===== src/rtl/arb_pkg.sv =====
// arb_pkg: state encoding and helpers shared by the round-robin arbiter.
// FSM states are one-hot so the state output can be used directly as a decode.
package arb_pkg;
    localparam int NUM_REQ_MAX = 8;
    typedef enum logic [2:0] {
        ST_IDLE = 3'b100,
        ST_OWN  = 3'b010,
        ST_GAP  = 3'b001
    } arb_state_t;
    function automatic logic [NUM_REQ_MAX-1:0] onehot(input logic [2:0] idx);
        onehot = NUM_REQ_MAX'(1) << idx;
    endfunction
endpackage


===== src/rtl/rr_pick.sv =====
// rr_pick: combinational rotating-priority picker.
// Searches from i_last+1 upward with wrap-around; the first set request wins.
module rr_pick
    import arb_pkg::*;
#(
    parameter int NUM_REQ = 4
) (
    input  logic [NUM_REQ-1:0] i_req,
    input  logic [2:0]         i_last,
    output logic [2:0]         o_winner,
    output logic               o_any_req
);
    logic [NUM_REQ_MAX-1:0] w_req;
    logic [3:0]             w_sum;
    logic [2:0]             w_idx;
    assign w_req     = NUM_REQ_MAX'(i_req);
    assign o_any_req = |i_req;
    // Walk the offsets from farthest to nearest so the nearest hit is kept.
    always_comb begin
        o_winner = '0;
        w_sum    = '0;
        w_idx    = '0;
        for (int i = NUM_REQ; i >= 1; i--) begin
            w_sum = 4'(i_last) + 4'(i);
            w_idx = 3'(w_sum >= 4'(NUM_REQ) ? w_sum - 4'(NUM_REQ) : w_sum);
            if (w_req[w_idx]) o_winner = w_idx;
        end
    end
endmodule


===== src/rtl/rr_arb_fsm.sv =====
// rr_arb_fsm: round-robin owner FSM for one shared resource with req/done
// handshake, a one-cycle turnaround gap and a hold-time limit.
module rr_arb_fsm
    import arb_pkg::*;
#(
    parameter int NUM_REQ  = 4,
    parameter int MAX_HOLD = 8,
    parameter int CNT_W    = 4
) (
    input  logic               clk,
    input  logic               rst_b,
    input  logic [NUM_REQ-1:0] req,
    input  logic [NUM_REQ-1:0] done,
    output logic [NUM_REQ-1:0] grant,
    output logic [2:0]         grant_id,
    output logic               busy,
    output logic               timeout,
    output logic [2:0]         state
);
    arb_state_t             r_state, w_state_nx;
    logic [NUM_REQ-1:0]     r_grant, w_grant_nx;
    logic [2:0]             r_id, w_id_nx;
    logic [2:0]             r_last, w_last_nx;
    logic [2:0]             w_winner;
    logic [CNT_W-1:0]       r_cnt, w_cnt_nx;
    logic                   r_timeout, w_timeout_nx;
    logic                   w_any, w_own_done, w_own_req, w_limit;
    logic [NUM_REQ_MAX-1:0] w_done8, w_req8;

    rr_pick #(.NUM_REQ(NUM_REQ)) u_pick (
        .i_req     (req),
        .i_last    (r_last),
        .o_winner  (w_winner),
        .o_any_req (w_any)
    );

    assign w_done8    = NUM_REQ_MAX'(done);
    assign w_req8     = NUM_REQ_MAX'(req);
    assign w_own_done = w_done8[r_id];
    assign w_own_req  = w_req8[r_id];
    assign w_limit    = r_cnt == CNT_W'(MAX_HOLD - 1);

    always_ff @(posedge clk or negedge rst_b) begin
        if (!rst_b) begin
            r_state   <= ST_IDLE;
            r_grant   <= '0;
            r_id      <= '0;
            r_last    <= 3'(NUM_REQ - 1);
            r_cnt     <= '0;
            r_timeout <= 1'b0;
        end else begin
            r_state   <= w_state_nx;
            r_grant   <= w_grant_nx;
            r_id      <= w_id_nx;
            r_last    <= w_last_nx;
            r_cnt     <= w_cnt_nx;
            r_timeout <= w_timeout_nx;
        end
    end

    always_comb begin
        w_state_nx   = r_state;
        w_grant_nx   = r_grant;
        w_id_nx      = r_id;
        w_last_nx    = r_last;
        w_cnt_nx     = r_cnt;
        w_timeout_nx = 1'b0;
        case (r_state)
            ST_IDLE, ST_GAP: begin
                w_cnt_nx   = '0;
                w_grant_nx = '0;
                w_state_nx = ST_IDLE;
                if (w_any) begin
                    w_state_nx = ST_OWN;
                    w_grant_nx = NUM_REQ'(onehot(w_winner));
                    w_id_nx    = w_winner;
                    w_last_nx  = w_winner;
                end
            end
            ST_OWN: begin
                w_cnt_nx = r_cnt + 1'b1;
                // done beats abandonment beats the limit; only the limit pulses timeout
                if (w_own_done || !w_own_req || w_limit) begin
                    w_state_nx   = ST_GAP;
                    w_grant_nx   = '0;
                    w_timeout_nx = w_own_req && !w_own_done;
                end
            end
            default: begin
                w_state_nx = ST_IDLE;
                w_grant_nx = '0;
            end
        endcase
    end

    assign grant    = r_grant;
    assign grant_id = r_id;
    assign busy     = r_state == ST_OWN;
    assign timeout  = r_timeout;
    assign state    = r_state;
endmodule


===== config.mk =====
export PLATFORM = sky130hd
export DESIGN_NAME = rr_arb_fsm
export DESIGN_NICKNAME = d
export VERILOG_FILES = /design/src/rtl/arb_pkg.sv /design/src/rtl/rr_pick.sv /design/src/rtl/rr_arb_fsm.sv
export SDC_FILE = /design/constraint.sdc
export NUM_CORES = 1
export LEC_CHECK = 0
export CAP_MARGIN = 30
export CORE_ASPECT_RATIO = 1.25
export CORE_MARGIN = 2
export CORE_UTILIZATION = 35
export CTS_BUF_LIST = sky130_fd_sc_hd__clkbuf_8
export CTS_CLUSTER_DIAMETER = 80
export DETAILED_ROUTE_END_ITERATION = 7
export PLACE_DENSITY = 0.67
export SLEW_MARGIN = 40
export SYNTH_ARGS = -nofsm -noshare
export SYNTH_HDL_FRONTEND = slang
export SYNTH_HIERARCHICAL = 1
export SYNTH_SLANG_ARGS = --single-unit

===== constraint.sdc =====
create_clock -name clk -period 3.45 [get_ports clk]
set_input_delay 0.69 -clock clk [delete_from_list [all_inputs] [get_ports clk]]
set_output_delay 0.69 -clock clk [all_outputs]
set_load 0.02 [all_outputs]

==> results of run 1 <==
[cells in the mapped netlist]
cell | number | share of area [%]
nor2b_1 | 2 | 1.1
nand2_1 | 8 | 2.7
maj3_1 | 1 | 0.88
o31ai_1 | 2 | 1.3
o211ai_1 | 2 | 1.3
nor2_1 | 4 | 1.3
inv_1 | 8 | 2.7
a21boi_0 | 2 | 1.3
mux2i_1 | 6 | 5.3
o22ai_1 | 1 | 0.55
dfstp_2 | 3 | 7.0
ha_1 | 3 | 3.3
clkbuf_1 | 2 | 0.66
nand3_1 | 6 | 2.7
xor2_2 | 1 | 1.4
mux4_2 | 2 | 4.0
o21a_1 | 1 | 0.66
nor3_1 | 3 | 1.3
and3b_1 | 1 | 0.77
nand3b_1 | 1 | 0.66
nor3b_1 | 2 | 1.3
conb_1 | 1 | 0.33
a31oi_1 | 3 | 1.7
mux2_2 | 6 | 6.0
buf_4 | 2 | 1.3
nand2b_1 | 8 | 4.4
or4_1 | 2 | 1.3
a21oi_1 | 3 | 1.3
nor4_1 | 1 | 0.55
dfrtp_1 | 14 | 31
buf_2 | 2 | 0.88
a211oi_1 | 1 | 0.66
o31a_2 | 1 | 0.88
o311ai_1 | 1 | 0.77
o32ai_1 | 1 | 0.77
o21ai_0 | 5 | 2.2
o311ai_0 | 1 | 0.77
o41ai_1 | 3 | 2.3
nand2_2 | 1 | 0.55
[layout by cell type (no fill, tap or decap)]
cell and instances:
a211oi_1 1, a21boi_0 2, a21oi_1 3, a31oi_1 3, and3b_1 1, buf_4 1
clkbuf_8 3, clkdlybuf4s50_1 21, conb_1 1, dfrtp_1 14, dfstp_2 3, ha_1 3
inv_1 9, maj3_1 1, mux2_2 6, mux2i_1 6, mux4_2 2, nand2_1 8
nand2_2 1, nand2b_1 8, nand3_1 6, nand3b_1 1, nor2_1 4, nor2b_1 2
nor3_1 3, nor3b_1 2, nor4_1 1, o211ai_1 2, o21a_1 1, o21ai_0 5
o22ai_1 1, o311ai_0 1, o311ai_1 1, o31a_2 1, o31ai_1 2, o32ai_1 1
o41ai_1 3, or4_1 2, xor2_2 1
[final timing paths]
check | from | endpoint | cells after the start
setup reg to reg | r_last[0]$_DFFE_PN1P_ | grant[2]$_DFFE_PN0P_ | 10
min in group asynchronous | rst_b | state[1]$_DFFE_PN0P_ | 1
max in group asynchronous | rst_b | state[0]$_DFFE_PN0P_ | 1
hold reg to reg | r_cnt[2]$_DFFE_PN0P_ | r_cnt[2]$_DFFE_PN0P_ | 1
setup / recovery | r_last[0]$_DFFE_PN1P_ | grant[2]$_DFFE_PN0P_ | 10
hold / removal | r_cnt[2]$_DFFE_PN0P_ | r_cnt[2]$_DFFE_PN0P_ | 1
[layout make-up]
cell class                      instances  area, um2  share of cell area (%)
Multi-Input combinational cell         86        639                    45.4
Sequential cell                        17        429                    30.5
Timing Repair Buffer                   22        218                    15.5
Tap cell                               37       46.3                    3.29
Clock buffer                            3       41.3                    2.93
Inverter                                8       30.0                    2.13
Clock inverter                          1       3.75                   0.267
[state kept, by name (all words and copies together), names as in the netlist]
signal,count
grant_id,3
r_last,2
timeout,1
state,3
r_cnt,4
grant,4
[through the flow]
stage	util (%)	hold WS [ns]	total power (W)
4_1_cts	44.9	0.541	0.00133
3_3_place_gp	43.4	0.509	0.00117
3_5_place_dp	43.4	0.527	0.00119
5_1_grt	44.9	0.554	0.00144
6_report	44.9	0.527	0.00133
2_1_floorplan	-	0.394	0.000939
[per-layer routing]
metal / GRT usage, % / vias up / part of all wire [%]
li1: - / 466 / -
met1: 16.5 / 459 / 40
met2: 27.2 / 25 / 53
met3: 2.43 / 7 / 3.9
met4: 9.06 / 0 / 3.0
met5: 0 / - / 0
[power by group through the flow]
stage | Sequential [W] | Clock [W] | Combinational [W]
after CTS | 0.000422 | 0.000148 | 0.000765
after detailed placement | 0.000425 | 0 | 0.000761
after floorplan | 0.000411 | 0 | 0.000527
final | 0.000424 | 0.000141 | 0.000760
after global placement | 0.000420 | 0 | 0.000748
after global routing | 0.000442 | 0.000157 | 0.000840
[kinds of logic after synthesis]
kind of cell             count (synthesis)  share of synthesized area [%]
adder cells (fa/ha/maj)                  4                           4.20
other                                    1                          0.332
XOR/XNOR                                 1                           1.44
flip-flops                              17                           37.9
multiplexers                            14                           15.3
AND/OR/NAND/NOR                         39                           18.7
buffers and inverters                   14                           5.53
AO/OA/AOI/OAI                           27                           16.6
==> run summary, run 1 <==
DP HPWL: 1.91 mm
Via count: 957
DR WL/cell: 14.2 um
Clk Latency, worst-skew pair: 0.25 ns
Unrepaired setup endpoints after global routing: no
FF+latch count, synth: 17
Antenna violations before repair: 0
Crit end category: register
Crit Path Max Fanout: 15
CP max stage cell: dfstp_2
Switching share of power: 44.1%
Die X: 54.8 um
Final max-slew violation count: 0
Antenna cell count: 0
P_leak: 0.569 nW
Post-CTS Setup Bufs: 0
Largest net degree at the start of global routing: 18
Fin nets: 151
Clock skew: 0.00160 ns
Layout cells sized above 1: 13.1%
Drt via density: 5.50
All-Layer GR Usage: 15.4%
Initial Util: 36.1%
CTS resizes: 0
Clock Power Share: 10.7%
Die area: 0.00371 mm2
Internal: 0.000742 W
Measured slew at the worst slew-check pin: 0.733 ns
Core area: 0.00314 mm2
Worst relative slew slack: 51.0%
Flop-to-flop setup slack: 0.57 ns
CTS buffer count: 3
Reg clk slew, reported paths: 0.06 ns
Hold Fails Final Rpt: 0
Syn Std Cell Area: 0.00113 mm2
Die Span Y: 67.6 um
Dpl cell area: 0.00136 mm2
IR drop worst, VDD: 431 uV
Outcome: complete, no violations
Final non-filler cell total: 174
Slowest stage delay, CP: 0.72 ns
Flop pwr share: 32.0%
YS warnings: 6
Root Driver: clkbuf_8
Layout Area Growth over Synthesis: 24.4%
Worst-path cell chain: inv_1 > ha_1 > mux4_2 > nor3_1 > a31oi_1 > o32ai_1 > buf_4 > nor3b_1 > nand3_1 > o31ai_1
Final Wtd Congestion: 0.939
Final Critical Period: 2.88 ns
Post-Syn Instances: 117
Syn Nets: 130
GRT overflow: 0
Startpoint types: register
Placed insts: 170
Initial DRC count: 15
CTS Hold Buffers Added: 0
Final ANT Viol Nets: 0
DR DRC count: 0
Top Ports: 22
CP Buf/Inv Count: 2
Netlist cell types: 39
DRT Wirelength: 2.47 mm
NetSw: 0.000584 W
Max Cap Viol: 0
Final Cycle Share: 83.5%
CP top delay family: flip-flops
Clock Sinks: 17
Port-buffer cells: 21
Sequential area share after synthesis: 37.9%
Max Root-Sink Buffers: 2
CP Class: register to register
H-Tree Depth: 1
CTS tree: built
Synth Area per Inst: 9.67 um2
Design Area, Final: 0.00141 mm2
# setup viols final: 0
First-pass GRT wire length: 4.15 mm
CP required: 3.61 ns
DR pass1 iterations: 4
Num rows: 23
PwrDens: 942 mW/mm2
Peak Freq: 0.347 GHz
Filler Cell Count: 308
Hold/Removal Path Class: register to register
Gate power share: 57.3%
TNS Setup: 0 ns
Setup ws final: 0.570 ns
Worst slack at placement: 0.470 ns
Number of global-route vias before repair: 985
WP data arrival: 3.04 ns
Note: power is estimated with default switching activity, not from simulation.
==> inputs of run 2 (changes only) <==
clock period = 2.8 ns   (was 3.45 ns; I/O delays follow)
==> run summary, run 2 (same netlist as run 1, synthesis figures left out) <==
Startpoint types: register
Layout Area Growth over Synthesis: 30.0%
Largest net degree at the start of global routing: 18 (unchanged)
CP Class: register to register
Number of global-route vias before repair: 1032 (+4.8%)
Power, Total: 0.00171 W (+29%)
Hold/Removal Path Class: primary input to async pin
CTS buffer count: 3 (unchanged)
DP HPWL: 1.98 mm (+3.5%)
IR drop worst, VDD: 636 uV (+47%)
Filler Cell Count: 286 (-7.1%)
CP required: 2.95 ns (-0.66 ns)
TNS Setup: 0 ns (unchanged)
Clock Sinks: 17 (unchanged)
# setup viols final: 0 (unchanged)
RR Startpoint: r_last[0]$_DFFE_PN1P_
Antenna violations before repair: 0 (unchanged)
Top Ports: 22 (unchanged)
Core area: 0.00314 mm2 (unchanged)
DR WL/cell: 14.4 um (+1.4%)
Met3 global-route usage: 2.65% (+0.22 points)
Placed insts: 176 (+3.5%)
GRT overflow: 0 (unchanged)
Slowest stage delay, CP: 0.56 ns (-0.16 ns)
Worst-path cell chain: inv_1 > ha_2 > mux4_2 > nor3_1 > a31oi_1 > o32ai_1 > buf_4 > nor3b_2 > nand3_1 > o31ai_1
Worst R2R End: grant[2]$_DFFE_PN0P_
Final non-filler cell total: 181 (+4.0%)
Die Span Y: 67.6 um (unchanged)
DR DRC count: 0 (unchanged)
Final Wtd Congestion: 0.900 (-4.1%)
Final ANT Viol Nets: 0 (unchanged)
Commonest non-fill, non-tap cell in the layout: clkdlybuf4s50_1
Crit Path Max Fanout: 6 (-9)
Initial Util: 36.1% (unchanged)
Clk Latency, worst-skew pair: 0.25 ns (about the same)
Hold Fails Final Rpt: 0 (unchanged)
All-Layer GR Usage: 15.7% (+0.39 points)
Final Cycle Share: 92.1% (+8.6 points)
Initial DRC count: 25 (+10)
Met2 usage: 27.4% (+0.15 points)
Max Cap Viol: 0 (unchanged)
WP data arrival: 2.73 ns (-0.31 ns)
Port-buffer cells: 21 (unchanged)
Via count: 1017 (+6.3%)
Root Driver: clkbuf_8
Num rows: 23 (unchanged)
CTS Hold Buffers Added: 0 (unchanged)
Antenna cell count: 0 (unchanged)
PwrDens: 1160 mW/mm2 (+23%)
P_leak: 0.605 nW (+6.3%)
Peak Freq: 0.388 GHz (+12%)
Drt via density: 5.62 (+2.2%)
Max Root-Sink Buffers: 2 (unchanged)
Unrepaired setup endpoints after global routing: no
Final Critical Period: 2.58 ns (-0.301 ns)
R2r worst-path depth: 10 (unchanged)
Dpl cell area: 0.00141 mm2 (+3.3%)
Design Area, Final: 0.00147 mm2 (+4.4%)
Reg clk slew, reported paths: 0.07 ns (about the same)
Fin nets: 158 (+4.6%)
CP max stage cell: dfstp_2
Crit end category: register
Clock skew: 0.00266 ns (+0.00106 ns)
CTS tree: built
Flop-to-flop setup slack: 0.22 ns (-0.35 ns)
Die X: 54.8 um (unchanged)
Layout cells sized above 1: 20.1% (+7.0 points)
First-pass GRT wire length: 4.34 mm (+4.7%)
DRT Wirelength: 2.60 mm (+5.4%)
Grt met1 use: 17.9% (+1.4 points)
Outcome: complete, no violations
Most frequent cells in the layout: clkdlybuf4s50_1, dfrtp_1, inv_1
Final max-slew violation count: 0 (unchanged)
Most Crowded Layer GR: met2
DR pass1 iterations: 4 (unchanged)
H-Tree Depth: 1 (unchanged)
Die area: 0.00371 mm2 (unchanged)
==> run 2: changes by cell type in the layout (fill, tap and decap cells not counted), sizes merged <==
cell           delta
buf               +8
clkdlybuf4s50     -1
==> run 2: metal layers <==
metal  part of all wire (%)  routed length (um)  vias to the layer above
met5                      0                   0                        -
met4                    2.4                  63                        0
met3                    3.9                 102                        9
met2                     52                1360                       27
met1                     41                1080                      497
li1                       -                   -                      484
==> run 2: stage by stage <==
step           utilization [%]  setup slack [ns]  hold WS (ns)
3_3_place_gp              44.9             0.107         0.492
3_5_place_dp              44.9            0.0512         0.506
4_1_cts                   46.3             0.107         0.515
6_report                  46.9             0.221         0.218
5_1_grt                   46.9            0.0351         0.250
2_1_floorplan                -            0.0529         0.264
==> run 2: layout make-up <==
| type | count | area, um2 | area share (%) |
|---|---|---|---|
| clock buffers | 3 | 41.3 | 2.81 |
| inverters | 8 | 30.0 | 2.04 |
| multi-input cells | 86 | 654 | 44.5 |
| repair buffers | 29 | 265 | 18.0 |
| clock inverters | 1 | 3.75 | 0.255 |
| well taps | 37 | 46.3 | 3.15 |
| flip-flops and latches | 17 | 429 | 29.2 |
==> run 2: how the worst max path moves through the flow <==
stage,startpoint,end,slack (ns),cells past startpoint
after detailed placement,req[0],grant[2]$_DFFE_PN0P_,0.05,9
after floorplan,r_last[1]$_DFFE_PN1P_,grant[2]$_DFFE_PN0P_,0.05,11
after global routing,r_last[0]$_DFFE_PN1P_,grant[2]$_DFFE_PN0P_,0.04,10
after global placement,req[0],grant[2]$_DFFE_PN0P_,0.11,9
final,r_last[0]$_DFFE_PN1P_,grant[2]$_DFFE_PN0P_,0.22,10
after CTS,r_last[1]$_DFFE_PN1P_,grant[1]$_DFFE_PN0P_,0.11,8
==> run 2: critical path, delay by kind of cell, from the launching register on <==
family | cells | cell delay [ns]
muxes | 1 | 0.35
buffers and inverters | 2 | 0.26
DFF | 1 | 0.56
and+or+nand+nor | 3 | 0.45
AOI/OAI and AO/OA | 3 | 0.49
adders and majority gates | 1 | 0.37
==> run 2: repair_timing <==
action,CTS,global route
buffers inserted,0,1
resized for setup,0,3
endpoints found under the setup margin,0,4
==> run 2: where the power goes <==
| group | internal (W) | switching, W | total [W] |
|---|---|---|---|
| Clock | 0.0000973 | 0.0000841 | 0.000181 |
| Combinational | 0.000514 | 0.000534 | 0.00105 |
| Sequential | 0.000354 | 0.000127 | 0.000480 |
==> inputs of run 3 (changes only) <==
MAX_ROUTING_LAYER = met4   (was not set)
==> run summary, run 3 (same netlist as run 1, synthesis figures left out) <==
Antenna violations before repair: 0 (unchanged)
DR DRC count: 0 (unchanged)
Number of global-route vias before repair: 1035 (+0.29%)
Initial Util: 36.1% (unchanged)
Port-buffer cells: 21 (unchanged)
PwrDens: 1160 mW/mm2 (about the same)
Max Cap Viol: 0 (unchanged)
Drt via density: 5.62 (unchanged)
Initial DRC count: 25 (unchanged)
H-Tree Depth: 1 (unchanged)
DRT Wirelength: 2.60 mm (unchanged)
Clk Latency, worst-skew pair: 0.25 ns (about the same)
Register Area: 429 um2 (unchanged)
Unrepaired setup endpoints after global routing: no
DR WL/cell: 14.4 um (unchanged)
Startpoint types: register
Most frequent cells in the layout: clkdlybuf4s50_1, dfrtp_1, inv_1
Top Ports: 22 (unchanged)
Slowest stage delay, CP: 0.56 ns (about the same)
Crit. Startpoint: r_last[0]$_DFFE_PN1P_
Largest net degree at the start of global routing: 18 (unchanged)
Flop-to-flop setup slack: 0.22 ns (about the same)
DR pass1 iterations: 4 (unchanged)
Share of the core filled with cells: 46.9% (unchanged)
CP max stage cell: dfstp_2
Peak Freq: 0.388 GHz (about the same)
Crit Path Max Fanout: 6 (unchanged)
Footprint of the multi-input gates: 654 um2 (unchanged)
Placed insts: 176 (unchanged)
First-pass GRT wire length: 4.33 mm (-0.16%)
Worst-path cell chain: inv_1 > ha_2 > mux4_2 > nor3_1 > a31oi_1 > o32ai_1 > buf_4 > nor3b_2 > nand3_1 > o31ai_1
Outcome: complete, no violations
Power, Total: 0.00171 W (about the same)
Reg clk slew, reported paths: 0.07 ns (about the same)
Final Wtd Congestion: 0.916 (+1.7%)
CTS tree: built
IR drop worst, VDD: 636 uV (about the same)
Final non-filler cell total: 181 (unchanged)
Hold Fails Final Rpt: 0 (unchanged)
CTS buffer count: 3 (unchanged)
CP Class: register to register
Layout cells sized above 1: 20.1% (unchanged)
Die area: 0.00371 mm2 (unchanged)
Core area: 0.00314 mm2 (unchanged)
GRT overflow: 0 (unchanged)
Via count: 1017 (unchanged)
# setup viols final: 0 (unchanged)
Die X: 54.8 um (unchanged)
Hold/Removal Path Class: primary input to async pin
DP HPWL: 1.98 mm (unchanged)
Fin nets: 158 (unchanged)
Final Critical Period: 2.58 ns (-0.000146 ns)
CP required: 2.95 ns (about the same)
Clock Sinks: 17 (unchanged)
Die Span Y: 67.6 um (unchanged)
Final ANT Viol Nets: 0 (unchanged)
WP data arrival: 2.73 ns (about the same)
Commonest non-fill, non-tap cell in the layout: clkdlybuf4s50_1
CP top delay family: flip-flops
Layout Area Growth over Synthesis: 30.0% (unchanged)
P_leak: 0.605 nW (unchanged)
Filler Cell Count: 286 (unchanged)
RR Startpoint: r_last[0]$_DFFE_PN1P_
All-Layer GR Usage: 16.1% (+0.39 points)
Clock skew: 0.00264 ns (-0.0000196 ns)
Crit end category: register
CP Buf/Inv Count: 2 (unchanged)
Root Driver: clkbuf_8
CTS Hold Buffers Added: 0 (unchanged)
Final max-slew violation count: 0 (unchanged)
Final Cycle Share: 92.1% (about the same)
Max Root-Sink Buffers: 2 (unchanged)
Num rows: 23 (unchanged)
TNS Setup: 0 ns (unchanged)
Antenna cell count: 0 (unchanged)
## run 3: cell counts in the layout (fill, tap and decap cells not counted)
Identical to the previous run, type by type.
## run 3: final timing paths
check | endpoint | depth (start not counted)
worst min register to register | r_cnt[2]$_DFFE_PN0P_ | 1
worst min-delay path | timeout$_DFF_PN0_ | 1
worst max-delay path | grant[2]$_DFFE_PN0P_ | 10
worst max register to register | grant[2]$_DFFE_PN0P_ | 10
max in group asynchronous | r_last[1]$_DFFE_PN1P_ | 1
min in group clk | r_cnt[2]$_DFFE_PN0P_ | 1
## run 3: per-layer routing
metal  GRT usage [%]  part of all wire [%]  routed length [um]
met5               -                     0                   0
met4            7.81                   2.4                  63
met3            2.65                   3.9                 102
met2            27.5                    52                1360
met1            17.6                    41                1080
## run 3: cell type report
type | instances | area share (%)
Clock inverter | 1 | 0.255
Clock buffer | 3 | 2.81
Multi-Input combinational cell | 86 | 44.5
Sequential cell | 17 | 29.2
Timing Repair Buffer | 29 | 18.0
Tap cell | 37 | 3.15
Inverter | 8 | 2.04
## run 3: through the flow
stage	setup slack, ns	hold slack [ns]	area, um2
2_1_floorplan	0.0529	0.264	1130
3_3_place_gp	0.107	0.492	1410
3_5_place_dp	0.0512	0.506	1410
4_1_cts	0.107	0.515	1450
5_1_grt	0.0351	0.250	1470
6_report	0.222	0.218	1470
## run 3: repair_timing
action	in CTS	in global routing
setup endpoints to repair	0	4
resized for setup	0	3
setup buffers	0	1
## run 3: worst reg2reg max path, cell delays in order, from the launching register on
cell	delay, ns
dfstp_2	0.56
inv_1	0.07
ha_2	0.37
mux4_2	0.35
nor3_1	0.20
a31oi_1	0.08
o32ai_1	0.31
buf_4	0.19
nor3b_2	0.15
nand3_1	0.10
o31ai_1	0.10
## run 3: power breakdown
group          switching (W)  leakage (nW)  total [W]  internal, W
Combinational       0.000534         0.361    0.00105     0.000514
Sequential          0.000127         0.217   0.000480     0.000354
Clock              0.0000841        0.0269   0.000181    0.0000973
Total               0.000745         0.605    0.00171     0.000965
